## src/rtl/serial_adder_pkg.sv

```systemverilog
// Shared definitions for the digit-serial adder: FSM encoding and
// elaboration-time sizing helpers.
package serial_adder_pkg;

    typedef enum logic [1:0] {
        IDLE = 2'd0,
        RUN  = 2'd1,
        DONE = 2'd2
    } state_t;

    // Number of digit cycles needed to cover the full operand width.
    function automatic int calc_steps(input int width, input int digit);
        return width / digit;
    endfunction

    // Width of a counter that can hold 0..n-1; never narrower than one bit.
    function automatic int cnt_width(input int n);
        int r;
        r = 1;
        for (int i = 1; i < 31; i++) begin
            if ((1 << i) < n) begin
                r = i + 1;
            end
        end
        return r;
    endfunction

endpackage

```

## src/rtl/serial_adder_digit_adder.sv

```systemverilog
// DIGIT-bit combinational ripple-carry adder built from full-adder slices.
module digit_adder #(
    parameter int DIGIT = 1
) (
    input  logic [DIGIT-1:0] x,
    input  logic [DIGIT-1:0] y,
    input  logic             ci,
    output logic [DIGIT-1:0] s,
    output logic             co
);

    logic [DIGIT:0] c;

    assign c[0] = ci;

    for (genvar i = 0; i < DIGIT; i++) begin : g_slice
        assign s[i]   = x[i] ^ y[i] ^ c[i];
        assign c[i+1] = (x[i] & y[i]) | (c[i] & (x[i] ^ y[i]));
    end

    assign co = c[DIGIT];

endmodule

```

## src/rtl/serial_adder.sv

```systemverilog
// Multi-cycle adder: sums a + b + cin over WIDTH bits, DIGIT bits per clock,
// through one registered carry, with a start/busy/done handshake.
module serial_adder
    import serial_adder_pkg::*;
#(
    parameter int WIDTH = 8,
    parameter int DIGIT = 1
) (
    input  logic             clk,
    input  logic             rst,
    input  logic             start,
    input  logic [WIDTH-1:0] a,
    input  logic [WIDTH-1:0] b,
    input  logic             cin,
    output logic             busy,
    output logic             done,
    output logic [WIDTH-1:0] sum,
    output logic             cout
);

    localparam int STEPS = calc_steps(WIDTH, DIGIT);
    localparam int CW    = cnt_width(STEPS);
    localparam logic [CW-1:0] LAST = CW'(STEPS - 1);

    if (WIDTH < 1 || DIGIT < 1 || (WIDTH % DIGIT) != 0) begin : g_bad_params
        $error("serial_adder: WIDTH must be >= 1 and a multiple of DIGIT");
    end

    state_t           state_q, state_d;
    logic [CW-1:0]    cnt_q, cnt_d;
    logic [WIDTH-1:0] opa_q, opa_d;
    logic [WIDTH-1:0] opb_q, opb_d;
    logic [WIDTH-1:0] acc_q, acc_d;
    logic [WIDTH-1:0] sum_q, sum_d;
    logic             carry_q, carry_d;
    logic             cout_q, cout_d;

    logic [DIGIT-1:0] dig_s;
    logic             dig_co;

    digit_adder #(
        .DIGIT(DIGIT)
    ) u_digit_adder (
        .x (opa_q[DIGIT-1:0]),
        .y (opb_q[DIGIT-1:0]),
        .ci(carry_q),
        .s (dig_s),
        .co(dig_co)
    );

    // NOTE: every _d gets its hold value first, so no path leaves a latch.
    always_comb begin
        state_d = state_q;
        cnt_d   = cnt_q;
        opa_d   = opa_q;
        opb_d   = opb_q;
        acc_d   = acc_q;
        carry_d = carry_q;
        sum_d   = sum_q;
        cout_d  = cout_q;
        unique case (state_q)
            IDLE: begin
                if (start) begin
                    state_d = RUN;
                    opa_d   = a;
                    opb_d   = b;
                    carry_d = cin;
                    cnt_d   = '0;
                    acc_d   = '0;
                end
            end
            RUN: begin
                // New digit enters at the top; after STEPS shifts it is aligned.
                acc_d   = WIDTH'({dig_s, acc_q} >> DIGIT);
                opa_d   = opa_q >> DIGIT;
                opb_d   = opb_q >> DIGIT;
                carry_d = dig_co;
                cnt_d   = cnt_q + CW'(1);
                if (cnt_q == LAST) begin
                    state_d = DONE;
                    sum_d   = acc_d;
                    cout_d  = dig_co;
                end
            end
            DONE: begin
                state_d = IDLE;
            end
            default: begin
                state_d = IDLE;
            end
        endcase
    end

    // NOTE: state uses non-blocking assignments; all of it clears on reset.
    always_ff @(posedge clk or posedge rst) begin
        if (rst) begin
            state_q <= IDLE;
            cnt_q   <= '0;
            opa_q   <= '0;
            opb_q   <= '0;
            acc_q   <= '0;
            carry_q <= 1'b0;
            sum_q   <= '0;
            cout_q  <= 1'b0;
        end else begin
            state_q <= state_d;
            cnt_q   <= cnt_d;
            opa_q   <= opa_d;
            opb_q   <= opb_d;
            acc_q   <= acc_d;
            carry_q <= carry_d;
            sum_q   <= sum_d;
            cout_q  <= cout_d;
        end
    end

    assign busy = (state_q != IDLE);
    assign done = (state_q == DONE);
    assign sum  = sum_q;
    assign cout = cout_q;

endmodule
```

## config.mk

```make
export PLATFORM = sky130hd
export DESIGN_NAME = serial_adder
export DESIGN_NICKNAME = d
export VERILOG_FILES = /design/src/rtl/serial_adder_pkg.sv /design/src/rtl/serial_adder_digit_adder.sv /design/src/rtl/serial_adder.sv
export SDC_FILE = /design/constraint.sdc
export NUM_CORES = 1
export LEC_CHECK = 0
export ABC_CLOCK_PERIOD_IN_PS = 1610
export CAP_MARGIN = 20
export CORE_MARGIN = 3
export CORE_UTILIZATION = 47
export DETAILED_ROUTE_END_ITERATION = 8
export PLACE_DENSITY_LB_ADDON = 0.2
export SLEW_MARGIN = 20
export SYNTH_ARGS = -nofsm -noshare
export SYNTH_HDL_FRONTEND = slang
export SYNTH_SLANG_ARGS = --single-unit
```

## constraint.sdc

```tcl
create_clock -name clk -period 1.61 [get_ports clk]
set_clock_uncertainty 0.15 [all_clocks]
set_input_delay 0.2415 -clock clk [delete_from_list [all_inputs] [get_ports clk]]
set_output_delay 0.2415 -clock clk [all_outputs]
set_load 0.05 [all_outputs]
```

==> impl_metrics.tcl <==
set metrics [dict create \
    design.portCount 31 \
    leakage_nw 1.22 \
    floorplan.die.width_microns 68.8 \
    postSynthNetCount 170 \
    cp_slowest_cell "sky130_fd_sc_hd__dfrtp_1" \
    max_freq_mhz 616 \
    synthesis.area_per_instance_sq_um 12.6 \
    drt_drc_violations_left 0 \
    worstRegToRegCells 5 \
    grt_start_max_net_pins 39 \
    place.detailed.hpwl_microns 2470 \
    antenna_found_initial 0 \
    async_reset_ff_frac 1.00 \
    regToRegSetupSlack_ns -0.01 \
    fillCellCount 275 \
    drt-pass1-iter-count 4 \
    critPathBufInv 1 \
    core_sq_um 3740 \
    failed_checks "negative setup slack" \
    cap_viol_max_count 0 \
    route.vias.total 1307 \
    final_non_filler_cell_total 247 \
    final_nets 221 \
    first_global_vias 1363 \
    critPathTopFamily "flip-flops" \
    cts-htree-levels 2 \
    layout.cells.most_common "sky130_fd_sc_hd__dfrtp_1" \
    worst_slew_pin_slew_ns 0.452 \
    placed_cells 225 \
    grt_overflow 0 \
    post-route-worst-setup-slack_ns -0.0139 \
    synth_edf_count 0 \
    regToRegEndpoint "sum[6]$_DFFE_PP0P_" \
    vdd_drop_max_mv 0.961 \
    topRoutingLayerUsed "met4" \
    synth_cells 147 \
    worstSetupEndpointType "flop" \
    critPathLaunchType "flop" \
    initial_core_util 0.495 \
    route.met2.wl_microns 1920 \
    cts_sinks 38 \
    grt_pass1_wl_microns 6450 \
    grtUsageTotal 0.185 \
    drv_slew 0 \
    netlist_top_cells_area "sky130_fd_sc_hd__dfrtp_1, sky130_fd_sc_hd__a221oi_2, sky130_fd_sc_hd__mux2_4" \
    clockBufferDepth 2 \
    area_taken_by_multi_input_logic_gates_sq_um 803 \
    yosysSeqAreaShare 0.513 \
    max_stage_delay_ns 0.40 \
    port_buffers 30 \
    layout-drive-gt1-share 0.367 \
    setup-violations-final 5 \
    wire_per_inst_microns 15.7 \
    hold_ws_ns 0.163 \
    ys_ff_latch 38 \
    ys_dominant_reg_cell "sky130_fd_sc_hd__dfrtp_1" \
    area_growth_syn_to_layout_pct 42.6 \
    synthDominantAreaCellType "sky130_fd_sc_hd__dfrtp_1" \
    num_rows 22 \
    antenna_cells_inserted 0 \
    insertion_delay_ns 0.29 \
    worst-endpoint-arrival_ns 1.65 \
    fin_crit_ns 1.62 \
    cts_root_buffer "sky130_fd_sc_hd__clkbuf_8" \
    total_length_of_routed_wires_microns 3890 \
    sum_of_internal_switching_and_leakage_power_mw 5.36 \
    drt-vias-per-instance 5.29 \
    cts-hold-fix-buffers 0 \
    grt_setup_unrepaired "true" \
    numCtsBuffers 5 \
    setup.worst_path.class "reg -> reg" \
    critical_path.max_fanout 6 \
    power.density_cell_area_nw_per_um2 2030 \
    yosys_synthesis_warning_count 0 \
    clkTransAtPathRegs_ns 0.07 \
    netlist.area_leader.share 0.513 \
    clock_tree_from_tritoncts "done" \
    worstReg2RegStart "cnt_q[1]$_DFFE_PP0P_" \
    post_synth_instance_area_sq_um 1850 \
    worst-endpoint-required_ns 1.63 \
    global_placer_s_final_weighted_congestion 0.751 \
    highest_count_cells_in_the_layout_ignoring_fill_and_taps "sky130_fd_sc_hd__dfrtp_1, sky130_fd_sc_hd__inv_1, sky130_fd_sc_hd__clkdlybuf4s50_1, sky130_fd_sc_hd__buf_4, sky130_fd_sc_hd__nor2b_1" \
    antenna_violating_nets_post_route 0 \
    detailed_route_wire_length_on_metal_1_microns 1740 \
    final_hold_violation_count 0 \
    sequential_cell_area_sq_um 953 \
    unique_masters_post_synth 25 \
    fin_crit_sh 1.01 \
    die_area_sq_um 4730 \
    die_h_microns 68.8 \
    placement.setup.worst_slack_ns -0.274 \
    crit_chain "ha_2, ha_4, nand3b_1, buf_6, mux2_4" \
    status "finished with violations" \
    met3WireLength_microns 202 \
    holdCritPathClass "in -> async" \
    maxSlewHeadroom 0.697 \
    drt_first_iter_violations 83 \
]
==> registers in the layout, summed over array words and instances (netlist names) <==
signal,count
carry_q,1
opa_q,8
opb_q,8
state_q,2
acc_q,7
cout,1
cnt_q,3
sum,8
==> kinds of logic (layout without fill, tap and decap cells) <==
group | count (synthesis) | after routing | synth area share
flops | 38 | 38 | 0.513
buf+inv | 31 | 82 | 0.0816
compound gates | 28 | 29 | 0.169
simple gates | 37 | 37 | 0.134
fa+ha+maj | 3 | 3 | 0.0243
mux | 10 | 10 | 0.0789
==> cells in the mapped netlist, types with 4 or more instances <==
library cell,instances
sky130_fd_sc_hd__dfrtp_1,38
sky130_fd_sc_hd__inv_1,20
sky130_fd_sc_hd__nor2b_1,17
sky130_fd_sc_hd__nor3b_1,14
sky130_fd_sc_hd__a221oi_2,9
sky130_fd_sc_hd__a22o_1,9
sky130_fd_sc_hd__mux2_4,9
sky130_fd_sc_hd__a221oi_1,5
sky130_fd_sc_hd__buf_2,4
sky130_fd_sc_hd__buf_4,4
==> metrics by stage <==
step	setup TNS (ns)	area (sq um)	util
after global routing	-0.426	2640	0.706
after detailed placement	-5.90	2350	0.627
after CTS	-0.174	2610	0.698
after floorplan	0	1860	-
after global placement	-4.54	2350	0.627
final	-0.0491	2640	0.706
==> where the power goes <==
group	internal (mW)	switching (mW)	total, mW
Clock	0.661	0.325	0.985
Sequential	1.39	0.341	1.73
Combinational	1.42	1.23	2.65
==> area by class of cell <==
class,count,area share
Sequential cell,38,0.361
Clock inverter,2,0.0227
Clock buffer,6,0.0312
Tap cell,48,0.0227
Timing Repair Buffer,54,0.230
Inverter,20,0.0284
Multi-Input combinational cell,79,0.304
==> worst reg2reg max path, cell delays in order, from the launching register on <==
cell	delay [ns]
sky130_fd_sc_hd__dfrtp_1	0.40
sky130_fd_sc_hd__ha_2	0.21
sky130_fd_sc_hd__ha_4	0.16
sky130_fd_sc_hd__nand3b_1	0.13
sky130_fd_sc_hd__buf_6	0.16
sky130_fd_sc_hd__mux2_4	0.31
==> layer usage <==
| layer | vias up | GRT usage |
|---|---|---|
| met5 | - | 0 |
| met4 | 0 | 0.0438 |
| met3 | 4 | 0.0535 |
| met2 | 39 | 0.297 |
| met1 | 644 | 0.248 |
| li1 | 620 | - |
==> how the worst max path moves through the flow <==
stage | start | endpoint | slack (ns) | depth (start not counted)
finish | cnt_q[1]$_DFFE_PP0P_ | sum[6]$_DFFE_PP0P_ | -0.01 | 5
global route | cnt_q[1]$_DFFE_PP0P_ | sum[1]$_DFFE_PP0P_ | -0.07 | 5
CTS | cnt_q[1]$_DFFE_PP0P_ | sum[1]$_DFFE_PP0P_ | -0.02 | 6
detailed placement | start | opa_q[6]$_DFFE_PP0P_ | -0.27 | 3
global placement | start | opa_q[4]$_DFFE_PP0P_ | -0.21 | 3
floorplan | cnt_q[0]$_DFFE_PP0P_ | cout$_DFFE_PP0P_ | 0.03 | 5
==> what timing repair did <==
| item | in CTS | in global routing |
|---|---|---|
| pin swaps | 3 | 5 |
| cloned | 1 | 1 |
| setup buffers | 8 | 6 |
| gates resized for setup | 10 | 7 |
| endpoints found under the setup margin | 18 | 26 |
Power figures use the tool's default switching activity.
